## config.mk

```make
export PLATFORM = sky130hd
export DESIGN_NAME = serial_adder_ctrl
export DESIGN_NICKNAME = d
export VERILOG_FILES = /design/src/rtl/serial_adder_pkg.sv /design/src/rtl/serial_adder_ctrl_full_adder.sv /design/src/rtl/serial_adder_ctrl.sv
export SDC_FILE = /design/constraint.sdc
export NUM_CORES = 1
export LEC_CHECK = 0
export CAP_MARGIN = 10
export CORE_UTILIZATION = 55
export DETAILED_ROUTE_END_ITERATION = 6
export GPL_TIMING_DRIVEN = 0
export PLACE_DENSITY_LB_ADDON = 0.2
export SLEW_MARGIN = 30
export SYNTH_ARGS = -nofsm -noshare
export SYNTH_HDL_FRONTEND = slang
export SYNTH_SLANG_ARGS = --single-unit
```

## constraint.sdc

```tcl
create_clock -name clk -period 3.1 [get_ports clk]
set_input_delay 0.62 -clock clk [delete_from_list [all_inputs] [get_ports clk]]
set_output_delay 0.62 -clock clk [all_outputs]
set_load 0.02 [all_outputs]
```

## src/rtl/serial_adder_pkg.sv

```systemverilog
// Shared definitions for the bit-serial adder controller.
//   state_t       : controller state encoding (IDLE, RUN, DONE)
//   WIDTH_DEFAULT : default operand/result width
//   cnt_width()   : bit-slice counter width for a given operand width
package serial_adder_pkg;

  typedef enum logic [1:0] {
    IDLE = 2'd0,
    RUN  = 2'd1,
    DONE = 2'd2
  } state_t;

  localparam int WIDTH_DEFAULT = 8;

  // The counter only has to reach WIDTH-1, so $clog2(WIDTH) bits suffice.
  // The guard keeps the width at one bit or more for degenerate arguments.
  function automatic int cnt_width(input int w);
    return (w < 2) ? 1 : $clog2(w);
  endfunction

endpackage

```

## src/rtl/serial_adder_ctrl_full_adder.sv

```systemverilog
// Full_Adder: the team's 1-bit full-adder datapath cell.
// Ports:
//   bits     in  [1:0]  operand bits {b, a}
//   carryIn  in  1      carry into this bit slice
//   sum      out 1      sum bit
//   carryOut out 1      carry out of this bit slice
module Full_Adder (
  input  logic [1:0] bits,
  input  logic       carryIn,
  output logic       sum,
  output logic       carryOut
);

  assign sum      = bits[0] ^ bits[1] ^ carryIn;
  assign carryOut = (bits[0] & bits[1]) | (carryIn & (bits[0] ^ bits[1]));

endmodule

```

## src/rtl/serial_adder_ctrl.sv

```systemverilog
// serial_adder_ctrl: bit-serial adder controller. Runs a single Full_Adder
// cell across WIDTH-bit operands, LSB first, one bit per clock, holding the
// carry in a flop between slices.
// Optional feature macro: SERIAL_ADDER_SUB_EN (adds the sub port; a - b).
// Ports:
//   clk      in   rising-edge clock
//   rst      in   asynchronous active-high reset
//   start    in   operation request, honoured only while idle
//   a, b     in   [WIDTH-1:0] operands, captured on an accepted start
//   carryIn  in   initial carry, captured on an accepted start
//   sub      in   (SERIAL_ADDER_SUB_EN only) 1 = compute a - b
//   busy     out  high while an operation is in progress (RUN/DONE)
//   done     out  one-cycle pulse when sum/carryOut become valid
//   sum      out  [WIDTH-1:0] result, held until the next accepted start
//   carryOut out  final carry (no-borrow flag when subtracting)
module serial_adder_ctrl
  import serial_adder_pkg::*;
#(
  parameter int WIDTH = WIDTH_DEFAULT
) (
  input  logic             clk,
  input  logic             rst,
  input  logic             start,
  input  logic [WIDTH-1:0] a,
  input  logic [WIDTH-1:0] b,
  input  logic             carryIn,
`ifdef SERIAL_ADDER_SUB_EN
  input  logic             sub,
`endif
  output logic             busy,
  output logic             done,
  output logic [WIDTH-1:0] sum,
  output logic             carryOut
);

  localparam int CW = cnt_width(WIDTH);

  state_t           state, state_nxt;
  logic [WIDTH-1:0] a_sr, b_sr, sum_sr;
  logic             carry;
  logic [CW-1:0]    cnt;
  logic             fa_sum, fa_cout;
  logic             last_bit;
  logic [WIDTH-1:0] b_load;
  logic             carry_load;

  assign last_bit = (cnt == CW'(WIDTH - 1));

  // Subtraction is a + ~b + 1: invert B and force the initial carry.
`ifdef SERIAL_ADDER_SUB_EN
  assign b_load     = sub ? ~b : b;
  assign carry_load = sub ? 1'b1 : carryIn;
`else
  assign b_load     = b;
  assign carry_load = carryIn;
`endif

  Full_Adder u_fa (
    .bits     ({b_sr[0], a_sr[0]}),
    .carryIn  (carry),
    .sum      (fa_sum),
    .carryOut (fa_cout)
  );

  always_ff @(posedge clk or posedge rst) begin
    if (rst) state <= IDLE;
    else     state <= state_nxt;
  end

  always_comb begin
    state_nxt = state;
    busy      = 1'b0;
    case (state)
      IDLE: if (start) state_nxt = RUN;
      RUN: begin
        busy = 1'b1;
        if (last_bit) state_nxt = DONE;
      end
      DONE: begin
        busy      = 1'b1;
        state_nxt = IDLE;
      end
      default: state_nxt = IDLE;
    endcase
  end

  // Datapath: shift registers, carry flop, counter and registered outputs.
  // sum/carryOut/done are registered out of DONE, so they appear the cycle
  // after DONE, while the controller is already back in IDLE.
  always_ff @(posedge clk or posedge rst) begin
    if (rst) begin
      a_sr     <= '0;
      b_sr     <= '0;
      sum_sr   <= '0;
      carry    <= 1'b0;
      cnt      <= '0;
      sum      <= '0;
      carryOut <= 1'b0;
      done     <= 1'b0;
    end else begin
      done <= 1'b0;
      case (state)
        IDLE: begin
          if (start) begin
            a_sr     <= a;
            b_sr     <= b_load;
            carry    <= carry_load;
            sum_sr   <= '0;
            cnt      <= '0;
            sum      <= '0;
            carryOut <= 1'b0;
          end
        end
        RUN: begin
          // Result bits enter at the MSB so the first (LSB) slice ends up
          // in bit 0 after WIDTH shifts.
          a_sr   <= a_sr >> 1;
          b_sr   <= b_sr >> 1;
          sum_sr <= {fa_sum, sum_sr[WIDTH-1:1]};
          carry  <= fa_cout;
          cnt    <= cnt + CW'(1);
        end
        DONE: begin
          sum      <= sum_sr;
          carryOut <= carry;
          done     <= 1'b1;
        end
        default: ;
      endcase
    end
  end

endmodule

```

# Word level (Yosys, flattened, before mapping)
# Index checks and enable logic that the tools add are counted.
dict set report totals {
  in_bits 20
  out_inout_bits 11
  elab_cells 45
  regBits 40
}
dict set report op_classes {
  bitwise_logic 5
  n_eq_ne 5
  reduce_logical 7
  n_mux 18
  addsub 1
}
# cell count
set op_table {}
lappend op_table {{8-bit one-hot mux with 2 select lines} 4}
lappend op_table {{8-bit two-way mux} 3}
lappend op_table {{3-bit one-hot mux with 2 select lines} 1}
lappend op_table {{2-bit AND reduction} 3}
lappend op_table {{1-bit two-way mux} 4}
lappend op_table {{2-bit two-way mux} 2}
lappend op_table {{2-bit inequality test (second input constant)} 2}
lappend op_table {{1-bit one-hot mux with 2 select lines} 2}
lappend op_table {{2-bit one-hot mux with 2 select lines} 1}
lappend op_table {{2-bit nonzero test} 2}
lappend op_table {{3-bit by 1-bit adder with 3-bit output (second input constant)} 1}
lappend op_table {{3-bit == test (second input constant)} 1}
lappend op_table {{3-bit two-way mux} 1}
lappend op_table {{1-bit bitwise AND} 2}
lappend op_table {{2-bit by 1-bit == test with 1-bit output (second input constant)} 1}
lappend op_table {{2-bit == test (second input constant)} 1}
lappend op_table {{2-bit logical NOT} 1}
lappend op_table {{2-bit OR reduction} 1}
lappend op_table {{1-bit bitwise XOR} 2}
lappend op_table {{1-bit OR} 1}

# Depth between registers and ports, before layout
# Gate-level depths: netlist (run 1).
dict set report logic_depth {
  ltp_word 4
  mapped_depth 7
  depth_no_buf 5
}

# Cells and area by module
# A second synthesis (run 1) with hierarchy kept.
dict set report unflattened {
  hier_cells 174
  area_unflattened_um2 2070.7
}
# module n_inst area_per_inst_um2 seq_area_each_um2 cells_each
set modules_own_cells {}
lappend modules_own_cells {serial_adder_ctrl 1 2050.7 1001.0 173}
lappend modules_own_cells {Full_Adder 1 20.0 0.0 1}

# Worst setup path before layout (run 1)
# OpenSTA, ideal clock, no wires.
dict set report synth_path {
  kind {register to register}
  from {register state[0]}
  to {register a_sr[1]}
  setup_time_ns 0.123
  path_stages_with_launch 8
  arrival_ns 1.423
  path_slack_ns 1.554
  period_less_slack_ns 1.546
  path_buffers 2
  required_ns 2.977
  path_cell_list {dfrtp_1 inv_1 ha_1 buf_4 nor2b_2 nor2_2 buf_2 o221a_1}
}
dict set report synth_via {
  elab_chain_cells 3
  word_cells_on_any_way 6
  cone_classes {eq/ne (2); mux (1); reduce/logical (3)}
}
# item line
set synth_lines {}
lappend synth_lines {{from (decl)} serial_adder_ctrl.sv:38} ;# state_t state, state_nxt;
lappend synth_lines {{from (signal assigned)} serial_adder_ctrl.sv:67} ;# else state <= state_nxt;
lappend synth_lines {{2-bit by 1-bit == test with 1-bit output or 2-bit logical NOT (tied branches)} serial_adder_ctrl.sv:102} ;# case (state)
lappend synth_lines {{2-bit nonzero test (no source line) or 2-bit inequality test (tied branches)} --}
lappend synth_lines {{2-bit AND reduction (no source line)} --}
lappend synth_lines {{to (signal assigned)} serial_adder_ctrl.sv:117} ;# a_sr <= a_sr >> 1;
lappend synth_lines {{to (decl)} serial_adder_ctrl.sv:39} ;# logic [WIDTH-1:0] a_sr, b_sr, sum_sr;
# Several ways; a longest one is shown, not always the timed one.
# A chain may end at the register's enable or synchronous reset.

# Final worst setup path (run 1)
dict set report layout_path {
  from {register state[0]}
  to {output port busy}
}
dict set report layout_via {
  elab_chain_cells 3
  word_cells_on_any_way 4
  cone_classes {eq/ne (2); mux (1); reduce/logical (1)}
}
# item line
set layout_lines {}
lappend layout_lines {{2-bit by 1-bit == test with 1-bit output or 2-bit == test (tied branches)} serial_adder_ctrl.sv:73} ;# case (state)
lappend layout_lines {{2-bit OR reduction (no source line) *} --}
lappend layout_lines {{1-bit two-way mux *} serial_adder_ctrl.sv:73}
lappend layout_lines {{to (decl)} serial_adder_ctrl.sv:30} ;# output logic busy,
# Mark *: on every way between the ends. The rest lies on a longest branch, timed or not.

==> flow_summary.rst, run 1 <==
.. list-table::
   :header-rows: 1

   * - Metric
     - Value
   * - Transition time at the pin with the least slew margin
     - 0.6406 ns
   * - Fraction of synthesized cell area taken by the top area cell type
     - 0.5718
   * - Maximum clock frequency
     - 427.4 MHz
   * - Sequential power share
     - 0.399
   * - Clock tree from TritonCTS
     - built
   * - Standby leakage power
     - 0.9975 nW
   * - Effective utilization at floorplan
     - 0.5781
   * - Final setup TNS
     - 0 ns
   * - Number of DRC violations after detailed-routing iteration 0
     - 46
   * - Std-Cell Core Area
     - 3028 µm²
   * - Crit path required time
     - 2.48 ns
   * - Root Buffer
     - sky130_fd_sc_hd__clkbuf_4
   * - Fraction of power spent switching nets
     - 0.3719
   * - Gate family responsible for the most delay along the worst path
     - buffers and inverters
   * - Wire length reported by the detailed router
     - 3406 µm
   * - Highest Signal Layer
     - met4
   * - Number of H-tree levels
     - 2
   * - Final count of pins violating max slew
     - 0
   * - Period utilisation layout
     - 0.7548
   * - Total net switching power
     - 0.0007474 W
   * - Clock network power share
     - 0.173
   * - Die width
     - 58.42 µm
   * - Clock buffer count from CTS
     - 5
   * - Inserted Diodes
     - 0
   * - Critical path class
     - reg2out
   * - Delay of the slowest critical-path stage
     - 0.59 ns
   * - Count of cells resized by post-cts repair
     - 0
   * - Async S/R FF share, synth
     - 1.000
   * - Initial antenna violation count
     - 0
   * - Most frequent cell after synthesis
     - sky130_fd_sc_hd__dfrtp_1
   * - Worst vdd ir
     - 0.7285 mV
   * - Clock sink count
     - 40
   * - Detailed route wirelength on metal2
     - 1651 µm
   * - Die outline area
     - 3412 µm²
   * - Maximum number of pins on one net before global-route repair
     - 24
   * - Cell types with the highest counts after synthesis
     - sky130_fd_sc_hd__dfrtp_1, sky130_fd_sc_hd__a22o_1, sky130_fd_sc_hd__or3_1
   * - Count of max-cap constraint violations
     - 0
   * - Post-CTS setup repair buffer count
     - 0
   * - Post-Syn Area
     - 1750 µm²
   * - Remaining design rule violation count
     - 0
   * - Cell count after synthesis
     - 140
   * - Setup repair after global routing missed its margin
     - no
   * - Routed via count
     - 1277
   * - Internal power
     - 0.001262 W
   * - Combined buffer and inverter count along the critical path
     - 2
   * - Global route overflow
     - 0
   * - Vias in the first global route
     - 1223
   * - Yosys Warn Count
     - 0
   * - Routed met3 length
     - 147 µm
   * - Critical Path Source Type
     - flip-flop
   * - Worst min-delay path category
     - reg2reg
   * - Wire length of the first global-routing pass
     - 5713 µm
   * - Flip-flop and latch count after synthesis
     - 40
   * - Count of nets left with antenna violations after detail routing
     - 0
   * - Layout net count
     - 205
   * - Count of final setup violators
     - 0
   * - Per-cell routed wire length
     - 15.27 µm
   * - Max_slew headroom
     - 0.5700
   * - Clock-pin slew reported for the worst setup and hold paths after clock tree synthesis
     - 0.12 ns
   * - Port-buffer cells
     - 30
   * - Number of hold-repair buffers added at the cts stage
     - 0
   * - Post-DP HPWL
     - 2481 µm
   * - Global-route usage over all layers
     - 0.2273
   * - Count of endpoints failing hold in the final timing report
     - 0
   * - I/O pin cnt
     - 31
   * - Slowest stage cell on the critical path
     - sky130_fd_sc_hd__clkdlybuf4s50_1
   * - Crit path arrival time
     - 1.72 ns
   * - Vertical die dimension
     - 58.42 µm
   * - Clock latency reported for the late side of the worst-skew pair
     - 0.35 ns
   * - EDFF count, synth
     - 0
   * - Cell breakdown of the critical path
     - inv_1 > ha_1 > clkdlybuf4s50_1
   * - Min Tclk post-route
     - 2.340 ns
   * - Post-Route Skew
     - 0.01303 ns
   * - RD Place Congestion
     - 0.7584
   * - R2r setup slk
     - 1.31 ns
   * - Maximum clock insertion buffer count
     - 2
   * - Fraction of the yosys area taken by sequential cells
     - 0.5718
   * - Initial DRT Pass Iterations
     - 6
   * - Number of nets in the synthesized netlist
     - 167
   * - Power Density
     - 905.9 nW/µm²
   * - Post-detailed-route via-to-cell ratio
     - 5.726
   * - Gate power share
     - 0.428
   * - Fill count
     - 230
   * - Count of distinct cell types in the synthesized netlist
     - 29
   * - Number of core rows
     - 20
   * - CP endpoint kind
     - output pin
   * - Run status
     - finished clean
   * - Peak fanout along the critical path
     - 4
   * - Most area-consuming cells after synthesis
     - sky130_fd_sc_hd__dfrtp_1, sky130_fd_sc_hd__a22o_1, sky130_fd_sc_hd__o221a_1, sky130_fd_sc_hd__ha_1, sky130_fd_sc_hd__or3_1
   * - Mean area per synthesized cell
     - 12.50 µm²
   * - Layout cell share with drive strength beyond 1
     - 0.1341
   * - Layout overhead on the synthesized area
     - 26.73%
   * - Sum of routed wire segments on met1
     - 1558 µm
   * - Fin util
     - 0.7326
   * - Most area-hungry cell type in the Yosys netlist
     - sky130_fd_sc_hd__dfrtp_1
   * - Top FF cell, synth
     - sky130_fd_sc_hd__dfrtp_1
==> power groups by stage <==
stage               Clock, W  Sequential [W]  Combinational (W)
floorplan                  0        0.000812           0.000589
global placement           0        0.000802           0.000817
detailed placement         0        0.000813           0.000862
CTS                 0.000359        0.000801           0.000866
global route        0.000379        0.000820           0.000954
finish              0.000348        0.000802           0.000859
==> layout by cell type (no fill, tap or decap), drive strengths merged <==
cell type	count
o21ai	5
bufinv	1
a221oi	3
or2	1
o221a	12
clkdlybuf4s50	30
dfrtp	40
clkinv	2
nor3	2
ha	6
a21oi	1
or3	12
buf	9
nand3b	1
nand2b	1
fa	1
nand2	6
nor2	3
nor2b	4
clkbuf	6
mux2	1
a22o	18
o22a	1
and2	2
inv	8
mux2i	1
nand3	2
==> metrics by stage <==
step,total power (W),instance area (µm²),worst slack (ns),instances,hold slack [ns]
4_1_cts,0.002026,2218,0.7268,223,0.5182
2_1_floorplan,0.001402,1750,1.554,140,0.4542
5_1_grt,0.002153,2218,0.6796,223,0.5376
3_5_place_dp,0.001675,2133,0.9067,215,0.4853
6_report,0.002010,2218,0.7600,223,0.5121
3_3_place_gp,0.001619,2106,0.7938,214,0.4703
==> sequential cells by signal (all words and copies together) (netlist names) <==
signal,count
state,2
carry,1
carryOut,1
b_sr,8
cnt,3
a_sr,8
sum,8
sum_sr,8
done,1
==> metal layers <==
metal | up-vias | track usage
met5 | - | 0
met4 | 0 | 0.08844
met3 | 6 | 0.06154
met2 | 29 | 0.3481
met1 | 643 | 0.3120
li1 | 599 | -
==> kinds of logic after synthesis <==
group / share of synthesized area
AOI/OAI and AO/OA: 0.2044
DFF: 0.5718
and+or+nand+nor: 0.1137
buffers and inverters: 0.04360
adders and majority gates: 0.05432
muxes: 0.01215
==> worst paths after layout <==
| path | endpoint | depth (start not counted) | startpoint |
|---|---|---|---|
| max | busy | 3 | state[0] |
| min | cnt[0] | 1 | cnt[0] |
| max reg2reg | a_sr[2] | 7 | state[1] |
| min reg2reg | cnt[0] | 1 | cnt[0] |
| max in group asynchronous | carry | 3 | rst |
| min in group asynchronous | sum[7] | 2 | rst |
==> layout make-up <==
| class | count | area [µm²] | share of cell area |
|---|---|---|---|
| clock buffer | 5 | 37.54 | 0.01692 |
| buffer | 9 | 46.29 | 0.02087 |
| inverter | 8 | 30.03 | 0.01354 |
| multi-input combinational | 83 | 673.1 | 0.3034 |
| timing repair buffer | 31 | 327.8 | 0.1478 |
| tap | 44 | 55.05 | 0.02482 |
| clock inverter | 3 | 47.55 | 0.02143 |
| sequential | 40 | 1001 | 0.4512 |
Power figures use the tool's default switching activity.
==> inputs of run 2 (changes only) <==
--- a/config.mk
+++ b/config.mk
@@ -6,7 +6,7 @@
 export NUM_CORES = 1
 export LEC_CHECK = 0
 export CAP_MARGIN = 10
-export CORE_UTILIZATION = 55
+export CORE_UTILIZATION = 46
 export DETAILED_ROUTE_END_ITERATION = 6
 export GPL_TIMING_DRIVEN = 0
 export PLACE_DENSITY_LB_ADDON = 0.2
==> constraint.sdc (replaced) <==
create_clock -name clk -period 2 [get_ports clk]
set_input_delay 0.4 -clock clk [delete_from_list [all_inputs] [get_ports clk]]
set_output_delay 0.4 -clock clk [all_outputs]
set_load 0.02 [all_outputs]
==> run 2 against run 1 <==
Core utilization is 13 points lower. Wire length is 1.4% higher. Die area is 19% higher. Critical path type unchanged. Largest cell class unchanged. Highest routed layer unchanged.
==> flow_summary.rst, run 2 (synthesis results as in run 1) <==
.. list-table::
   :header-rows: 1

   * - Metric
     - Value
   * - Run status
     - finished clean (unchanged)
   * - Maximum clock frequency
     - 558.8 MHz
   * - Layout cell share with drive strength beyond 1
     - 0.1229 (was 0.1341)
   * - Clock tree from TritonCTS
     - built (unchanged)
   * - Period utilisation layout
     - 0.8948
   * - Final count of pins violating max slew
     - 0 (unchanged)
   * - Maximum clock insertion buffer count
     - 2 (unchanged)
   * - Peak fanout along the critical path
     - 4 (unchanged)
   * - Fraction of power spent switching nets
     - 0.3681 (was 0.3719)
   * - Min Tclk post-route
     - 1.790 ns
   * - Delay of the slowest critical-path stage
     - 0.41 ns (was 0.59 ns)
   * - Number of hold-repair buffers added at the cts stage
     - 0 (unchanged)
   * - Post-DP HPWL
     - 2453 µm (was 2481 µm)
   * - Gate power share
     - 0.424 (was 0.428)
   * - Combined buffer and inverter count along the critical path
     - 2 (unchanged)
   * - Wire length reported by the detailed router
     - 3453 µm (was 3406 µm)
   * - Final std cell area, no fill
     - 2220 µm² (was 2218 µm²)
   * - Standby leakage power
     - 0.9962 nW (was 0.9975 nW)
   * - Remaining design rule violation count
     - 0 (unchanged)
   * - Total net switching power
     - 0.001140 W (was 0.0007474 W)
   * - Layout net count
     - 205 (unchanged)
   * - Number of DRC violations after detailed-routing iteration 0
     - 80 (was 46)
   * - Root Buffer
     - sky130_fd_sc_hd__clkbuf_8 (was sky130_fd_sc_hd__clkbuf_4)
   * - Worst min-delay path category
     - in2async (was reg2reg)
   * - Vertical die dimension
     - 63.69 µm (was 58.42 µm)
   * - Gate family responsible for the most delay along the worst path
     - flip-flops (was buffers and inverters)
   * - Final setup TNS
     - 0 ns (unchanged)
   * - Count of max-cap constraint violations
     - 0 (unchanged)
   * - Slowest stage cell on the critical path
     - sky130_fd_sc_hd__dfrtp_1 (was sky130_fd_sc_hd__clkdlybuf4s50_1)
   * - Critical Path Source Type
     - flip-flop (unchanged)
   * - Port-buffer cells
     - 30 (unchanged)
   * - Number of core rows
     - 22 (was 20)
   * - Internal power
     - 0.001956 W (was 0.001262 W)
   * - Clock buffer count from CTS
     - 5 (unchanged)
   * - Post-detailed-route via-to-cell ratio
     - 5.502 (was 5.726)
   * - Layout overhead on the synthesized area
     - 26.80% (was 26.73%)
   * - Die width
     - 63.69 µm (was 58.42 µm)
   * - Worst vdd ir
     - 0.9556 mV (was 0.7285 mV)
   * - Clock-pin slew reported for the worst setup and hold paths after clock tree synthesis
     - 0.08 ns (was 0.12 ns)
   * - Die outline area
     - 4056 µm² (was 3412 µm²)
   * - Transition time at the pin with the least slew margin
     - 0.6992 ns (was 0.6406 ns)
   * - Effective utilization at floorplan
     - 0.4781 (was 0.5781)
   * - Critical path class
     - reg2out (unchanged)
   * - Std-Cell Core Area
     - 3661 µm² (was 3028 µm²)
   * - Routed via count
     - 1249 (was 1277)
   * - Count of final setup violators
     - 0 (unchanged)
   * - Maximum number of pins on one net before global-route repair
     - 31 (was 24)
   * - Setup repair after global routing missed its margin
     - no (unchanged)
   * - Initial antenna violation count
     - 0 (unchanged)
   * - I/O pin cnt
     - 31 (unchanged)
   * - CP endpoint kind
     - output pin (unchanged)
   * - Clock network power share
     - 0.175 (was 0.173)
   * - Per-cell routed wire length
     - 15.21 µm (was 15.27 µm)
   * - Post-Route Skew
     - 0.007642 ns (was 0.01303 ns)
   * - Placed instance area
     - 2131 µm² (was 2133 µm²)
   * - Crit path arrival time
     - 1.39 ns (was 1.72 ns)
   * - Inserted Diodes
     - 0 (unchanged)
   * - Sequential power share
     - 0.401 (was 0.399)
   * - Crit path required time
     - 1.60 ns (was 2.48 ns)
   * - Number of H-tree levels
     - 2 (unchanged)
   * - Clock sink count
     - 40 (unchanged)
   * - Top library cells by usage in the layout, fill and taps aside
     - sky130_fd_sc_hd__dfrtp_1, sky130_fd_sc_hd__clkdlybuf4s50_1, sky130_fd_sc_hd__a22o_1 (unchanged)
   * - Wire length of the first global-routing pass
     - 5809 µm (was 5713 µm)
   * - Cell breakdown of the critical path
     - inv_1 > ha_1 > dlygate4sd2_1 (was inv_1 > ha_1 > clkdlybuf4s50_1)
   * - Count of nets left with antenna violations after detail routing
     - 0 (unchanged)
   * - Max_slew headroom
     - 0.5308 (was 0.5700)
   * - Most common cell after layout, fill and taps aside
     - sky130_fd_sc_hd__dfrtp_1 (unchanged)
   * - Initial DRT Pass Iterations
     - 6 (unchanged)
   * - Global-route usage over all layers
     - 0.1879 (was 0.2273)
   * - Power Density
     - 1395 nW/µm² (was 905.9 nW/µm²)
   * - Global route overflow
     - 0 (unchanged)
   * - Clock latency reported for the late side of the worst-skew pair
     - 0.29 ns (was 0.35 ns)
   * - RD Place Congestion
     - 0.7871 (was 0.7584)
   * - Count of endpoints failing hold in the final timing report
     - 0 (unchanged)
   * - Vias in the first global route
     - 1262 (was 1223)
[run 2: stage by stage]
step	setup slack, ns	hold WS [ns]	power [W]	utilization	instances
final	0.2104	0.3428	0.003096	0.6063	227
after global routing	0.09094	0.3660	0.003299	0.6063	227
after CTS	0.1997	0.3501	0.003118	0.6063	227
after detailed placement	0.01073	0.4819	0.002582	0.5820	219
after global placement	-0.1230	0.4715	0.002524	0.5766	218
after floorplan	0.4543	0.4542	0.002173	-	140
[run 2: worst reg2reg max path, cell delays in order (launching register included)]
cell and delay [ns]:
sky130_fd_sc_hd__dfrtp_1 0.42, sky130_fd_sc_hd__inv_1 0.10, sky130_fd_sc_hd__ha_1 0.15, sky130_fd_sc_hd__buf_4 0.17, sky130_fd_sc_hd__mux2i_1 0.40, sky130_fd_sc_hd__buf_2 0.30
sky130_fd_sc_hd__a22o_1 0.19
[run 2: cell type report]
type                            instances  area, µm²
Fill cell                             289       1441
Sequential cell                        40       1001
Timing Repair Buffer                   31      319.1
Multi-Input combinational cell         83      673.1
Tap cell                               48      60.06
Inverter                                8      30.03
Buffer                                  9      46.29
Clock buffer                            8      90.09
[run 2: worst paths after layout]
kind | startpoint | endpoint | slack, ns | cells past startpoint
max | state[0] | busy | 0.21 | 3
min | rst | sum[6] | 0.34 | 2
max reg2reg | state[0] | sum_sr[1] | 0.21 | 6
min reg2reg | cnt[0] | cnt[0] | 0.48 | 1
max in group asynchronous | rst | a_sr[5] | 1.23 | 3
min in group clk | cnt[0] | cnt[0] | 0.48 | 1
[run 2: per-layer routing]
layer / vias to the layer above / track usage / share of wire
met4: 0 / 0.05966 / 0.010
met1: 629 / 0.2565 / 0.48
met2: 22 / 0.2912 / 0.47
met5: - / 0 / 0
li1: 594 / - / -
met3: 4 / 0.04891 / 0.032
[run 2: repair_timing]
item,4_1_cts,5_1_grt
endpoints found under the setup margin,1,0
resized for setup,1,0
buffers inserted,0,0
[run 2: power by group through the flow]
| stage | Combinational [W] | Clock, W | Sequential (W) |
|---|---|---|---|
| 3_5_place_dp | 0.00133 | 0 | 0.00125 |
| 2_1_floorplan | 0.000914 | 0 | 0.00126 |
| 5_1_grt | 0.00145 | 0.000579 | 0.00127 |
| 4_1_cts | 0.00132 | 0.000556 | 0.00124 |
| 6_report | 0.00131 | 0.000543 | 0.00124 |
| 3_3_place_gp | 0.00128 | 0 | 0.00125 |
